**src/rtl/regfile_writeback.sv**
```systemverilog
// regfile_writeback: in-order write-back buffer in front of the single write
// port of the 32x32 register file. ALU and load results are queued in a
// circular FIFO and drained one per cycle onto regWrite/writeReg/writeData.
// Optional feature macro: WB_BYPASS_EN adds the rs/rt lookup of queued values.

`ifdef WB_BYPASS_EN
// Per-slot compare: is this slot live, and does it hold rs / rt?
module regfile_writeback_slot #(
   parameter int DEPTH = 4,
   parameter int SLOT  = 0
) (
   input  logic [$clog2(DEPTH)-1:0] headPtr,
   input  logic [$clog2(DEPTH):0]   count,
   input  logic [4:0]               slotDst,
   input  logic [4:0]               rs,
   input  logic [4:0]               rt,
   output logic                     rsMatch,
   output logic                     rtMatch
);
   localparam int PW = $clog2(DEPTH);

   logic [PW-1:0] age;
   logic          live;

   // A slot is live when its distance from head is below the occupancy.
   always_comb begin
      age     = PW'(SLOT) - headPtr;
      live    = {1'b0, age} < count;
      rsMatch = live && (rs != 5'd0) && (slotDst == rs);
      rtMatch = live && (rt != 5'd0) && (slotDst == rt);
   end
endmodule
`endif

module regfile_writeback #(
   parameter int DEPTH = 4   // power of two, >= 2
) (
   input  logic        clk,
   input  logic        rst,
   input  logic        alu_valid,
   input  logic [4:0]  alu_reg,
   input  logic [31:0] alu_data,
   input  logic        mem_valid,
   input  logic [4:0]  mem_reg,
   input  logic [31:0] mem_data,
   output logic        in_ready,
   output logic        regWrite,
   output logic [4:0]  writeReg,
   output logic [31:0] writeData
`ifdef WB_BYPASS_EN
   ,
   input  logic [4:0]  rs,
   input  logic [4:0]  rt,
   output logic        rs_hit,
   output logic        rt_hit,
   output logic [31:0] rs_data,
   output logic [31:0] rt_data
`endif
);
   localparam int PW = $clog2(DEPTH);
   localparam int CW = PW + 1;

   typedef struct packed {
      logic [4:0]  dst;
      logic [31:0] data;
   } wbEntry_t;

   wbEntry_t      fifoMem [DEPTH];
   logic [PW-1:0] headPtr;
   logic [PW-1:0] tailPtr;
   logic [CW-1:0] count;

   logic [CW-1:0] freeSlots;
   logic          pushMem;
   logic          pushAlu;
   logic [CW-1:0] pushCount;
   logic          pop;
   logic [PW-1:0] memSlot;
   logic [PW-1:0] aluSlot;
   wbEntry_t      headEntry;

   // Accept/drain decisions. in_ready looks at count only, so a same-cycle
   // pop never earns extra room. r0 results are handshaken but dropped.
   always_comb begin
      freeSlots = CW'(DEPTH) - count;
      in_ready  = freeSlots >= CW'(2);
      pushMem   = mem_valid && in_ready && (mem_reg != 5'd0);
      pushAlu   = alu_valid && in_ready && (alu_reg != 5'd0);
      pushCount = CW'(pushMem) + CW'(pushAlu);
      pop       = (count != '0);
      // The load result is older, so it takes the first free slot.
      memSlot   = tailPtr;
      aluSlot   = tailPtr + PW'(pushMem);
   end

   // Entry storage; contents need no reset because count gates every use.
   always_ff @(posedge clk) begin
      if (!rst) begin
         if (pushMem) fifoMem[memSlot] <= '{dst: mem_reg, data: mem_data};
         if (pushAlu) fifoMem[aluSlot] <= '{dst: alu_reg, data: alu_data};
      end
   end

   // Pointer and occupancy update; head pops whenever anything is queued.
   always_ff @(posedge clk) begin
      if (rst) begin
         headPtr <= '0;
         tailPtr <= '0;
         count   <= '0;
      end else begin
         headPtr <= headPtr + PW'(pop);
         tailPtr <= tailPtr + PW'(pushCount);
         count   <= count + pushCount - CW'(pop);
      end
   end

   // Write port driven straight from the head entry. Held low during reset
   // so entries being flushed never reach the register file.
   always_comb begin
      headEntry = fifoMem[headPtr];
      regWrite  = pop && !rst;
      writeReg  = regWrite ? headEntry.dst  : 5'd0;
      writeData = regWrite ? headEntry.data : 32'd0;
   end

`ifdef WB_BYPASS_EN
   logic [DEPTH-1:0] rsMatchVec;
   logic [DEPTH-1:0] rtMatchVec;
   logic [PW-1:0]    scanIdx;

   for (genvar g = 0; g < DEPTH; g++) begin : gSlot
      regfile_writeback_slot #(
         .DEPTH (DEPTH),
         .SLOT  (g)
      ) uSlot (
         .headPtr (headPtr),
         .count   (count),
         .slotDst (fifoMem[g].dst),
         .rs      (rs),
         .rt      (rt),
         .rsMatch (rsMatchVec[g]),
         .rtMatch (rtMatchVec[g])
      );
   end

   // Walk slots oldest to youngest so the last match (closest to tail) wins.
   always_comb begin
      rs_hit  = 1'b0;
      rt_hit  = 1'b0;
      rs_data = 32'd0;
      rt_data = 32'd0;
      scanIdx = '0;
      for (int k = 0; k < DEPTH; k++) begin
         scanIdx = headPtr + PW'(k);
         if (rsMatchVec[scanIdx]) begin
            rs_hit  = 1'b1;
            rs_data = fifoMem[scanIdx].data;
         end
         if (rtMatchVec[scanIdx]) begin
            rt_hit  = 1'b1;
            rt_data = fifoMem[scanIdx].data;
         end
      end
   end
`endif

endmodule

```
**config.mk**
```make
export PLATFORM = sky130hd
export DESIGN_NAME = regfile_writeback
export DESIGN_NICKNAME = d
export VERILOG_FILES = /design/src/rtl/regfile_writeback.sv
export SDC_FILE = /design/constraint.sdc
export NUM_CORES = 1
export LEC_CHECK = 0
export CORE_MARGIN = 2
export CORE_UTILIZATION = 45
export CTS_CLUSTER_DIAMETER = 40
export DETAILED_ROUTE_END_ITERATION = 8
export GPL_TIMING_DRIVEN = 0
export MAX_ROUTING_LAYER = met4
export PLACE_DENSITY = 0.7
export RECOVER_POWER = 100
export SKIP_LAST_GASP = 1
export SLEW_MARGIN = 20
export SYNTH_ARGS = -nofsm -noshare
export SYNTH_HDL_FRONTEND = slang
export SYNTH_HIERARCHICAL = 1
export SYNTH_SLANG_ARGS = --single-unit
```
**constraint.sdc**
```tcl
create_clock -name clk -period 4.9 [get_ports clk]
set_input_delay 0.49 -clock clk [delete_from_list [all_inputs] [get_ports clk]]
set_output_delay 0.49 -clock clk [all_outputs]
set_load 0.005 [all_outputs]
```
* Word level (Yosys, flattened, before mapping)
Memory sizes are Yosys's and may differ from the RTL's. A register that Yosys moved wholly into a read port is not among the register bits. Index checks and enable logic that the tools add are counted.
Operators by class: add/sub/neg operators 7, $lt $le $gt $ge 1, multiplexer cells 9, reduce and logical (&&, ||, !) cells 9
Operators by type and width (number):
- $mux W32 | 1
- $reduce_bool A5 Y1 | 2
- $mux W1 | 6
- $logic_and A1 B1 Y1 | 5
- $mux W5 | 1
- $add A2 B1 Y2 | 2
- $add A3 B2 Y3 | 1
- $ge A3 B2 Y1 const B | 1
- $reduce_bool A3 Y1 | 1
- $sub A3 B1 Y3 | 1
- $sub A3 B3 Y3 const A | 1
- $add A1 B1 Y2 | 1
- $add A2 B2 Y2 | 1
- $mux W2 | 1
- $logic_not A1 Y1 | 1
Storage, ports and cells: flip-flop bits (word level) 7, memory bits (writable) 148, bits of input ports 78, logic and storage cells 30, memories kept 1
Memories:
- fifoMem | depth 4, width 37, rd ports 1, clocked after Yosys merged registers in 1, write ports 2, line 68 | wbEntry_t fifoMem [DEPTH];

* Depth between registers and ports, before layout
Gate-level depths: netlist of the first run.
depth in word-level cells 7, mapped depth 14, gate-level depth less buffers 13

* Worst setup path before layout of the first run
OpenSTA, ideal clock, no wires.
path type register -> register, start point register count[0], end point memory fifoMem[1][0] in the netlist's numbering, enable pin, arrival 4.536 ns, required time 4.413 ns, path slack -0.124 ns, stages on the path, launching flop included 10, buffers on the path 2, clock period less this slack 5.024 ns, cells stage by stage dfxtp_1 -> inv_1 -> ha_1 -> ha_1 -> or3b_2 -> o311a_1 -> buf_6 -> clkbuf_1 -> nand2_1 -> a211oi_1
RTL lines:
- start, declared | line 71 | logic [CW-1:0] count;
- start signal, assigned | line 113 | count <= count + pushCount - CW'(pop);
- end, declared | line 68

==> run summary, run 1 <==
After detailed routing, the number of remaining DRC violations is 0. The endpoint identified for the worst register-to-register timing path is fifoMem[0][5]$_DFFE_PP_. The number of antenna diodes in the final layout is 0. The per-cell routed wire length is around 22 um.

The weighted congestion reported at the end of routability-driven placement came out at between 0.8 and 0.9. The effective utilization at floorplan came out at 0.459. The kind of capture point of the worst setup path is a flip-flop. The worst-case clock buffer depth came out at 2. By startpoint and endpoint, the worst setup path is classified as flip-flop to flip-flop.

The number of nets in the synthesized netlist is roughly 860. The share of synthesized area occupied by flip-flops and latches is 0.493. The number of levels the H-tree was split into came out at 4.

The max-cap check violation count is 1. The post-synthesis cell area is about 9300 um^2. Total power for the finished layout comes to around 5.5 mW. The final net count came out at roughly 1000. The final reports fail on capacitance limit, slew limit. Timing would allow up to between 0.2 and 0.25 GHz. The overall track demand over capacity in global routing came out at 0.254. The startpoint identified for the worst register-to-register timing path is count[0]$_SDFF_PP0_. The tightest min-delay check is of the flip-flop to flip-flop type.

The count of vias placed by the detailed router came out at ~7300. The share of total power dissipated in the clock network is 0.241. The highest ir drop seen on vdd came out at about 0.34 mV. The number of detailed-route iterations in the first pass is 5. The count of endpoints failing hold in the final timing report came to 0. The final number of max-transition violations came to 11. The number of antenna violations at the first check in global routing came out at 0.

Counting I/O delays and the setup requirement, the final critical path takes 4.19 ns. The relative area change from synthesis to final layout is 21.4%. The clock transition at the registers of the reported paths is 0.06 ns. Setup violations remaining at the end of the flow were counted as 0. The critical path data required time came out at 4.97 ns. The via density per instance is a little over 6. The number of buffers created by CTS is 17. The synthesized instance count is 773.

The critical path arrival came out at roughly 4.3 ns. The transition time of the tightest slew-check pin came out at 1.92 ns. In the final layout, the share of cells above drive strength 1 is 0.105. The root buffer selected by CTS is clkbuf_16. The count of standard-cell rows came out at between 50 and 60. The area enclosed by the die boundary came out at 21800 um^2. Of all nets on the critical path, the largest fanout is 22. After clock tree synthesis, the repair step resized 0 gates. For this design, the CTS-stage hold fixing added 0 buffers. The half-perimeter wire length after placement is approximately 18000 um. The power per cell area came out at between 400 and 500 nW/um^2.

The analysis attributes to net switching a power of between 1.5 and 2 mW. The insertion delay to the later sink of the worst-skew pair is 0.44 ns. For flop-to-flop paths, the worst setup slack is 0.71 ns. The worst slew margin relative to its limit is -0.291. Measured on the finished design, the core utilization comes to 0.558. In this run the vertical extent of the chip is about 150 um. For this block, the routed nets add up to around 26000 um of wire. Measured in cells, the most critical reg-to-reg path has a length of 11.

The leakage component of the power is 4.18 nW. The floorplan step defined a core boundary enclosing roughly 20000 um^2. The number of top-level pins is between 100 and 150. The width of the die came out at roughly 150 um. The post-CTS setup buffer count came out at 0. The worst setup path is launched from a flip-flop.

The most critical setup path has its endpoint at fifoMem[0][5]$_DFFE_PP_. The fraction of power spent switching nets came out at 0.350. The number of register bits inferred by synthesis is around 160. The via count of the first global-routing pass was around 7000. The count of routing violations after the opening detailed-route iteration came out at around 630.

The number of different library cells in the post-synthesis netlist came out at 46. The post-synthesis area per instance came out at approximately 12 um^2. In this run the worst setup path begins at count[0]$_SDFF_PP0_. The cell-internal power is approximately 3.6 mW.

Clock skew on the completed layout was measured at between 0.01 and 0.015 ns. In this run the remaining antenna-violating nets after routing total 0. The Yosys step of the flow raised 6 warnings.

Of the total power, combinational logic draws 0.429. The sequential group share of total power came out at 0.330. The number of buffers added on ports came out at between 100 and 150. Setup repair after global routing left no endpoint under its margin. The post-route clock period utilization is 0.854. The first global-routing pass estimated slightly above 40000 um of wire. The flow ran to the end, but the final reports show violations. The TritonCTS clock tree is yes. Global routing finished with a remaining overflow of 0.

The clock sink count came out at ~160. The pin count of the biggest net entering global routing came out at 23.
final cells by class:
cell class,instances,area (um^2)
repair buffers,125,1280
fillers,1742,8950
multi-input cells,468,3880
well taps,270,338
clock buffers,20,437
plain buffers,69,307
inverters,81,304
flip-flops and latches,155,4580
clock inverters,12,149
critical path, cell delays in order, from the launching register on:
cell       delay (ns)
dfxtp_1          0.33
inv_1            0.07
ha_1             0.20
ha_1             0.26
or3b_2           0.23
o311a_1          0.27
clkbuf_1         0.40
clkbuf_1         0.51
nand3_1          0.21
a2bb2oi_1        0.20
nor2_4           0.48
clkbuf_2         0.65
worst min-delay path by stage:
stage / from / endpoint / slack, ns / cells past startpoint
finish: count[0]$_SDFF_PP0_ / count[0]$_SDFF_PP0_ / 0.59 / 2
global route: count[0]$_SDFF_PP0_ / count[0]$_SDFF_PP0_ / 0.61 / 2
CTS: count[0]$_SDFF_PP0_ / count[0]$_SDFF_PP0_ / 0.59 / 2
detailed placement: count[0]$_SDFF_PP0_ / count[0]$_SDFF_PP0_ / 0.58 / 2
global placement: headPtr[0]$_SDFF_PP0_ / headPtr[0]$_SDFF_PP0_ / 0.57 / 2
floorplan: headPtr[0]$_SDFF_PP0_ / headPtr[0]$_SDFF_PP0_ / 0.56 / 2
synth_stat cells, drive strengths merged:
library cell	instances	area share
a221o	1	0.0011
or2	1	0.00067
nor3	3	0.0016
a2bb2oi	2	0.0019
o211ai	1	0.0013
xor2	1	0.00094
inv	80	0.032
nor4	1	0.0023
a41oi	4	0.0038
or4	2	0.0016
clkinv	1	0.00040
a21oi	35	0.019
xnor2	7	0.0066
fa	1	0.0022
a211o	1	0.00094
nand2	41	0.017
ha	7	0.0094
clkbuf	40	0.016
or3b	1	0.00094
buf	29	0.022
nand2b	2	0.0016
mux2i	72	0.078
edfxtp	148	0.48
dfxtp	7	0.015
nand4	34	0.024
mux2	3	0.0036
o311a	1	0.0011
mux4	37	0.090
a21o	1	0.00081
nor2	53	0.021
o211a	1	0.0011
o22ai	37	0.025
a221oi	72	0.088
nor2b	4	0.0027
nand3	1	0.00054
a211oi	2	0.0016
or3	2	0.0013
and2	37	0.025
metrics by stage:
| stage | cell area (um^2) | cells | TNS, ns | hold WS (ns) | worst slack, ns |
|---|---|---|---|---|---|
| final | 11300 | 1200 | 0 | 0.592 | 0.713 |
| after global placement | 10800 | 1159 | -292.79 | 0.570 | -3.10 |
| after floorplan | 9290 | 773 | -9.17 | 0.557 | -0.124 |
| after global routing | 11300 | 1200 | 0 | 0.605 | 0.527 |
| after detailed placement | 11000 | 1168 | 0 | 0.576 | 1.17 |
| after CTS | 11600 | 1200 | 0 | 0.593 | 1.16 |
routing by layer:
metal | GRT usage | up-vias | wire (um)
li1 | - | 3268 | -
met1 | 0.334 | 3562 | 10900
met2 | 0.408 | 405 | 12900
met3 | 0.0349 | 45 | 2050
met4 | 0.0909 | 0 | 616
met5 | - | - | 0
sequential cells by signal, summed over array words and instances (netlist names):
signal,count
count,3
memSlot,2
headPtr,2
fifoMem,148
cell families (layout without fill, tap and decap cells):
kind of cell | Yosys count | in the layout | synth area share
AOI/OAI and AO/OA | 158 | 158 | 0.145
xor gates and xnor gates | 8 | 8 | 0.00754
adders and majority gates | 8 | 8 | 0.0116
buffers and inverters | 150 | 307 | 0.0712
DFF | 155 | 155 | 0.493
muxes | 112 | 112 | 0.171
and+or+nand+nor | 182 | 182 | 0.100
layout by cell type (no fill, tap or decap), drive strengths merged, types with 2 or more instances in the layout:
master and n:
edfxtp 148, clkdlybuf4s50 90, inv 80, clkbuf 77, mux2i 72, a221oi 72
nor2 53, nand2 41, o22ai 37, mux4 37, and2 37, a21oi 35
nand4 34, dlygate4sd3 26, buf 21, clkinv 8, xnor2 7, ha 7
dfxtp 7, nor2b 4, a41oi 4, mux2 3, nor3 3, bufinv 3
or4 2, or3 2, a2bb2oi 2, clkinvlp 2, nand2b 2, a211oi 2
power groups by stage:
stage / clock network, mW / registers (mW) / logic (mW)
final: 1.34 / 1.83 / 2.37
after global routing: 1.39 / 1.85 / 2.56
after CTS: 1.34 / 1.83 / 2.50
after detailed placement: 0 / 1.86 / 2.49
after global placement: 0 / 1.88 / 2.38
after floorplan: 0 / 1.85 / 1.57
Note: power is estimated with default switching activity, not from simulation.
==> run 2: changes to the inputs <==
--- a/config.mk
+++ b/config.mk
@@ -17,5 +17,4 @@
 export SLEW_MARGIN = 20
 export SYNTH_ARGS = -nofsm -noshare
 export SYNTH_HDL_FRONTEND = slang
-export SYNTH_HIERARCHICAL = 1
 export SYNTH_SLANG_ARGS = --single-unit
==> results of run 2 <==
Same layout as run 1: the final DEF is identical, and so are final timing and power.
Among the figures that moved: Yosys warning count 6 -> 0
